File: src/rtl/dmem_pkg.sv
// dmem_pkg: shared sweep states and depth helper for dmem_sweep_bank
package dmem_pkg;
    typedef enum logic [1:0] {IDLE, CLEAR, DONE} state_t;
    function automatic int depth(input int aw);
        return 1 << aw;
    endfunction
endpackage

File: src/rtl/dmem_sweep_fsm.sv
// dmem_sweep_fsm: clear sequencer owning state, sweep pointer, Busy and Done
module dmem_sweep_fsm
    import dmem_pkg::*;
#(
    parameter int AW = 8
) (
    input  logic          Clk,
    input  logic          Reset,
    input  logic          ClearReq,
    output logic          Busy,
    output logic          Done,
    output logic [AW-1:0] Ptr
);
    state_t state_q, state_d;
    logic [AW-1:0] ptr_q, ptr_d;
    always_comb begin
        ptr_d   = state_q == CLEAR ? ptr_q + 1'b1 : (state_q == IDLE && ClearReq) ? '0 : ptr_q;
        state_d = state_q == CLEAR ? ((&ptr_q) ? DONE : CLEAR) :
                  state_q == DONE  ? IDLE : (ClearReq ? CLEAR : IDLE);
    end
    always_ff @(posedge Clk) begin
        if (Reset) begin
            state_q <= CLEAR;
            ptr_q   <= '0;
        end else begin
            state_q <= state_d;
            ptr_q   <= ptr_d;
        end
    end
    assign Busy = state_q == CLEAR;
    assign Done = state_q == DONE;
    assign Ptr  = ptr_q;
endmodule

File: src/rtl/dmem_sweep_bank.sv
// dmem_sweep_bank: single-port data memory with hardware clear sweep
// Optional even-parity storage enabled by defining DMEM_SWEEP_PARITY_EN.
module dmem_sweep_bank
    import dmem_pkg::*;
#(
    parameter int          DW        = 8,
    parameter int          AW        = 8,
    parameter logic [DW-1:0] CLEAR_VAL = '0
) (
    input  logic          Clk,
    input  logic          Reset,
    input  logic          ClearReq,
    input  logic          WriteEn,
    input  logic [AW-1:0] Addr,
    input  logic [DW-1:0] DataIn,
    output logic [DW-1:0] DataOut,
    output logic          Busy,
    output logic          Done,
    output logic          WrReject,
    output logic          ParityErr
);
    localparam int DEPTH = depth(AW);
`ifdef DMEM_SWEEP_PARITY_EN
    localparam int MW = DW + 1;
`else
    localparam int MW = DW;
`endif
    logic [MW-1:0] core [DEPTH];
    logic [MW-1:0] wr_word, rd_word;
    logic [DW-1:0] wr_data, data_q;
    logic [AW-1:0] ptr;
    logic          rej_q;
    dmem_sweep_fsm #(.AW(AW)) u_fsm (
        .Clk(Clk), .Reset(Reset), .ClearReq(ClearReq),
        .Busy(Busy), .Done(Done), .Ptr(ptr)
    );
    assign wr_data = Busy ? CLEAR_VAL : DataIn;
`ifdef DMEM_SWEEP_PARITY_EN
    assign wr_word = {^wr_data, wr_data};
`else
    assign wr_word = wr_data;
`endif
    assign rd_word = core[Addr];
    // Sweep owns the port while Busy; stores are dropped, not deferred
    always_ff @(posedge Clk) begin
        if (Busy) core[ptr] <= wr_word;
        else if (WriteEn) core[Addr] <= wr_word;
    end
    always_ff @(posedge Clk) begin
        if (Reset) begin
            data_q <= '0;
            rej_q  <= 1'b0;
        end else begin
            data_q <= Busy ? CLEAR_VAL : rd_word[DW-1:0];
            rej_q  <= WriteEn && Busy;
        end
    end
`ifdef DMEM_SWEEP_PARITY_EN
    logic perr_q;
    always_ff @(posedge Clk) begin
        if (Reset) perr_q <= 1'b0;
        else perr_q <= !Busy && (^rd_word);
    end
    assign ParityErr = perr_q;
`else
    assign ParityErr = 1'b0;
`endif
    assign DataOut  = data_q;
    assign WrReject = rej_q;
endmodule
File: config.mk
export PLATFORM = sky130hd
export DESIGN_NAME = dmem_sweep_bank
export DESIGN_NICKNAME = d
export VERILOG_FILES = /design/src/rtl/dmem_pkg.sv /design/src/rtl/dmem_sweep_fsm.sv /design/src/rtl/dmem_sweep_bank.sv
export SDC_FILE = /design/constraint.sdc
export NUM_CORES = 2
export LEC_CHECK = 0
export CAP_MARGIN = 0
export CELL_PAD_IN_SITES_DETAIL_PLACEMENT = 1
export CELL_PAD_IN_SITES_GLOBAL_PLACEMENT = 2
export CORE_UTILIZATION = 54
export DETAILED_ROUTE_END_ITERATION = 10
export PLACE_DENSITY_LB_ADDON = 0.1
export SETUP_SLACK_MARGIN = 0.4
export SYNTH_ARGS = -nofsm -noshare
export SYNTH_HDL_FRONTEND = slang
export SYNTH_SLANG_ARGS = --single-unit
export TNS_END_PERCENT = 5
File: constraint.sdc
create_clock -name Clk -period 9.05 [get_ports Clk]
set_input_delay 2.2625 -clock Clk [delete_from_list [all_inputs] [get_ports Clk]]
set_output_delay 2.2625 -clock Clk [all_outputs]
set_load 0.01 [all_outputs]
Yosys cells after proc, flatten, opt, wreduce, memory -nomap -nowiden
Memory sizes are Yosys's and may differ from the RTL's. A register that Yosys moved wholly into a read port is not among the register bits. Index checks and enable logic that the tools add are counted.

Multiply operators: 0. Magnitude comparators: 0. Add/subtract/negate cells: 1. Bitwise operators: 0. Eq/ne operators: 2. Reduce and logical (&&, ||, !) cells: 7. Muxes and demuxes: 15. Shift operators: 0. Div/mod/pow operators: 0.

Operators with widths (count): 8-bit two-way mux (5); 8-bit by 1-bit adder with 8-bit output (second input constant) (1); 8-bit AND reduction (1); 8-bit OR reduction (1); 1-bit two-way mux (7); 2-bit two-way mux (3); 2-bit by 1-bit == test with 1-bit output (second input constant) (1); 2-bit == test (second input constant) (1); 1-bit logical AND (2); 2-bit logical NOT (1); 2-bit nonzero test (1); 2-bit OR reduction (1).

Bits in latches: 0. Bits in writable memories: 2048. Input port bits: 20. Memory bits (read-only): 0. Register bits: 11. Memories: 1. Word-level logic and storage cells: 29.

Memories: core (depth 256, bits a word 8, read ports 1, clocked after Yosys merged registers in 1, wr ports 1, RTL line dmem_sweep_bank.sv:28) `logic [MW-1:0] core [DEPTH];`.

Logic depth before layout (Yosys ltp)
Word-level depth: 5. Gate-level depth with buffers: 13. Mapped depth without buffers: 8.

By module
From an unflattened synthesis, not the netlist that was laid out.

Cells, all modules: 4093. Area total of the unflattened synthesis: 81364.3 sq um.

By module, submodules not included: dmem_sweep_bank (area each 80886.3 sq um, seq. area each 61679.2 sq um, cells an instance 4039, instances 1); dmem_sweep_fsm (area each 478.0 sq um, seq. area each 200.2 sq um, cells an instance 54, instances 1).

Worst setup path before layout
OpenSTA, ideal clock, no wires.

Path kind: input -> register. Start point: input port DataIn[0]. End point: memory core[0][0] (netlist bit), data pin. Data required time: 8.181 ns. Buffers on the path: 0. Stages: 1. Arrival time: 5.507 ns. Setup slack: 2.674 ns. Path through: and2_1.

Word-level cells in the longest chain between the ends: 2.

RTL lines: from (decl) (RTL line dmem_sweep_bank.sv:15) `input logic [DW-1:0] DataIn,`; 8-bit two-way mux (RTL line dmem_sweep_bank.sv:37) `assign wr_data = Busy ? CLEAR_VAL : DataIn;`; 8-bit two-way mux (no line); to (decl) (RTL line dmem_sweep_bank.sv:28).

Every way passes these cells.

==> impl_metrics.tcl <==
set metrics [dict create \
    ys_types 74 \
    multi_input_area_mm2 0.0178 \
    path_clk_slew_ns 0.06 \
    firstDrtPassIters 5 \
    drive_gt1_frac 0.185 \
    syn_area_mm2 0.0816 \
    crit_path_max_fanout 24 \
    register_area_mm2 0.0619 \
    start_util 0.544 \
    fillers 12613 \
    wl_per_cell_um 38.1 \
    hold_viol 0 \
    power_leakage_nw 28.1 \
    max_freq_mhz 163 \
    numClockSinks 2067 \
    max-slew-margin-rel -0.0166 \
    tns_ns 0 \
    grt_max_degree 185 \
    clock_path_buffers 3 \
    dp_hpwl_um 151000 \
    cts_root_buffer "clkbuf_16" \
    drv_cap 0 \
    grt_pass1_wl_um 337000 \
    synth_seq_area_share 0.758 \
    ys_ff_latch 2067 \
    io_pins 32 \
    dp_slack_ns 2.25 \
    clkLatencyLatePin_ns 0.84 \
    finalNetCount 4191 \
    dp_cells 5981 \
    via_per_inst 6.70 \
    die_area_mm2 0.153 \
    fp.dieH_um 391 \
    synth_cells 4089 \
    finalSetupViolCount 0 \
    finalMaxSlewViolations 40 \
    skew_ns 0.0309 \
    dominantRegCellSynth "edfxtp_1" \
    grt_use_total 0.321 \
    gp_congestion 0.919 \
    synth_edf_count 2048 \
    min_period_ns 6.15 \
    hold_slack_ns 0.552 \
    die_width_um 391 \
    wirelength_um 242000 \
    coreArea_mm2 0.150 \
    violations "slew limit" \
    row_count 142 \
    post_cts_resized 0 \
    drt-initial-drc-count 5122 \
    cp-end-kind "flip-flop" \
    worstPathArrival_ns 6.88 \
    yosys_warnings 0 \
    htreeDepth 4 \
    crit_path_start_kind "input pin" \
    fin_crit_sh 0.679 \
    rsz0062_at_grt "no" \
    antenna_found_initial 10 \
    drc 0 \
    powerDensity_mw_per_mm2 215 \
    syn-num-nets 4110 \
    avgSynthCellArea_um2 20.0 \
    grt_pass1_vias 42930 \
    final_cells 6354 \
    crit_required_ns 9.78 \
    total_power_mw 19.3 \
    worstSetupPathType "in -> reg" \
    postCtsSetupBuffers 0 \
    final_cell_mix "edfxtp_1, mux4_2, nor2_1, mux2i_1, clkbuf_16" \
    setup_slack_ns 2.90 \
    outcome "finished, violations left" \
    vias 42591 \
    portBuffers 30 \
    tightest_slew_ns 1.52 \
    cts_tree "built" \
    layout_commonest_cell "edfxtp_1" \
    numCtsBuffers 203 \
    syn_to_final_growth_pct 10.2 \
    hold_buffers 0 \
    grt-ovfl-total 0 \
    async_flop_share 0 \
    hp-class "reg -> reg" \
    ant_nets 0 \
    vdd_drop_max_uv 181 \
]
[synthesized netlist by cell type, types with 8 or more instances]
cell / number / area share
nor2_1: 333 / 0.015
or3_1: 11 / 0.00084
nor4_1: 9 / 0.00069
o22ai_1: 95 / 0.0073
a2111oi_0: 11 / 0.0012
buf_4: 15 / 0.0014
mux2_2: 10 / 0.0014
buf_6: 32 / 0.0044
buf_8: 31 / 0.0057
edfxtp_1: 2048 / 0.75
buf_2: 47 / 0.0029
a21oi_1: 37 / 0.0023
a31oi_1: 12 / 0.00092
buf_1: 10 / 0.00046
a22oi_1: 37 / 0.0034
o32ai_1: 10 / 0.0011
nand3_1: 32 / 0.0020
mux4_2: 352 / 0.097
a221oi_1: 8 / 0.00086
nor2b_1: 8 / 0.00061
nand4_1: 13 / 0.0010
nand2_1: 87 / 0.0040
clkbuf_1: 91 / 0.0042
mux4_1: 44 / 0.014
mux2i_1: 239 / 0.029
nand2b_1: 25 / 0.0019
or2_2: 22 / 0.0017
nor3_1: 104 / 0.0064
o21ai_0: 64 / 0.0039
a211oi_1: 42 / 0.0039
clkbuf_8: 22 / 0.0037
o221ai_1: 62 / 0.0067
dfxtp_1: 19 / 0.0047
and2_1: 14 / 0.0011
[metal layers]
metal / vias up / share of wire / track usage
met3: 461 / 0.084 / 0.0621
met5: - / 0.00019 / 0
met1: 22796 / 0.40 / 0.448
met2: 2221 / 0.47 / 0.501
met4: 8 / 0.046 / 0.132
li1: 17105 / - / -
[flip-flops by register name, indices dropped and copies added, names as in the netlist]
register       flops
DataOut            8
WrReject           1
core            2048
u_fsm.Ptr          8
u_fsm.state_q      2
[stage by stage]
stage,util,cell area (um2)
floorplan,-,81600
global placement,0.557,83500
detailed placement,0.557,83500
CTS,0.599,89900
global route,0.599,89900
finish,0.599,89900
[worst max-delay path, cell delays in order]
cell and delay [ns]:
clkdlybuf4s50_1 1.02, and3_1 0.59, nand2_1 0.94, o22ai_1 0.38, a2111oi_0 0.77, nand4_1 0.46
o32ai_1 0.40
[layout make-up]
class                      count  share of cell area
clock buffer                 266              0.0612
timing repair buffer         129              0.0138
tap                         2016              0.0281
antenna                        5            0.000139
sequential                  2067               0.688
inverter                       4            0.000167
clock inverter               102             0.00962
multi-input combinational   1765               0.199
[path summary, 6_finish.rpt]
| kind | start | end | slack [ns] | cells after the start |
|---|---|---|---|---|
| worst min register to register | u_fsm.Ptr[7]$_SDFFE_PP0P_ | u_fsm.Ptr[7]$_SDFFE_PP0P_ | 0.55 | 2 |
| worst min-delay path | u_fsm.Ptr[7]$_SDFFE_PP0P_ | u_fsm.Ptr[7]$_SDFFE_PP0P_ | 0.55 | 2 |
| worst max register to register | u_fsm.state_q[0]$_SDFF_PP1_ | core[15][4]$_DFFE_PP_ | 4.60 | 5 |
| worst max-delay path | Addr[5] | DataOut[3]$_SDFF_PP0_ | 2.90 | 7 |
[kinds of logic after synthesis]
family | after synthesis | share of synthesized area
mux | 645 | 0.142
simple gates | 699 | 0.0397
compound gates | 419 | 0.0359
fa+ha+maj | 1 | 0.000153
other cells | 1 | 0.0000460
flops | 2067 | 0.758
buf+inv | 257 | 0.0237
[report_power, final]
part	internal [mW]	leakage [nW]	total, mW	switching (mW)
logic	0.276	6.25	0.797	0.521
clock network	4.56	3.09	8.15	3.59
registers	10.4	18.8	10.4	0.00578
No activity file was read; power rests on OpenSTA's default activity.
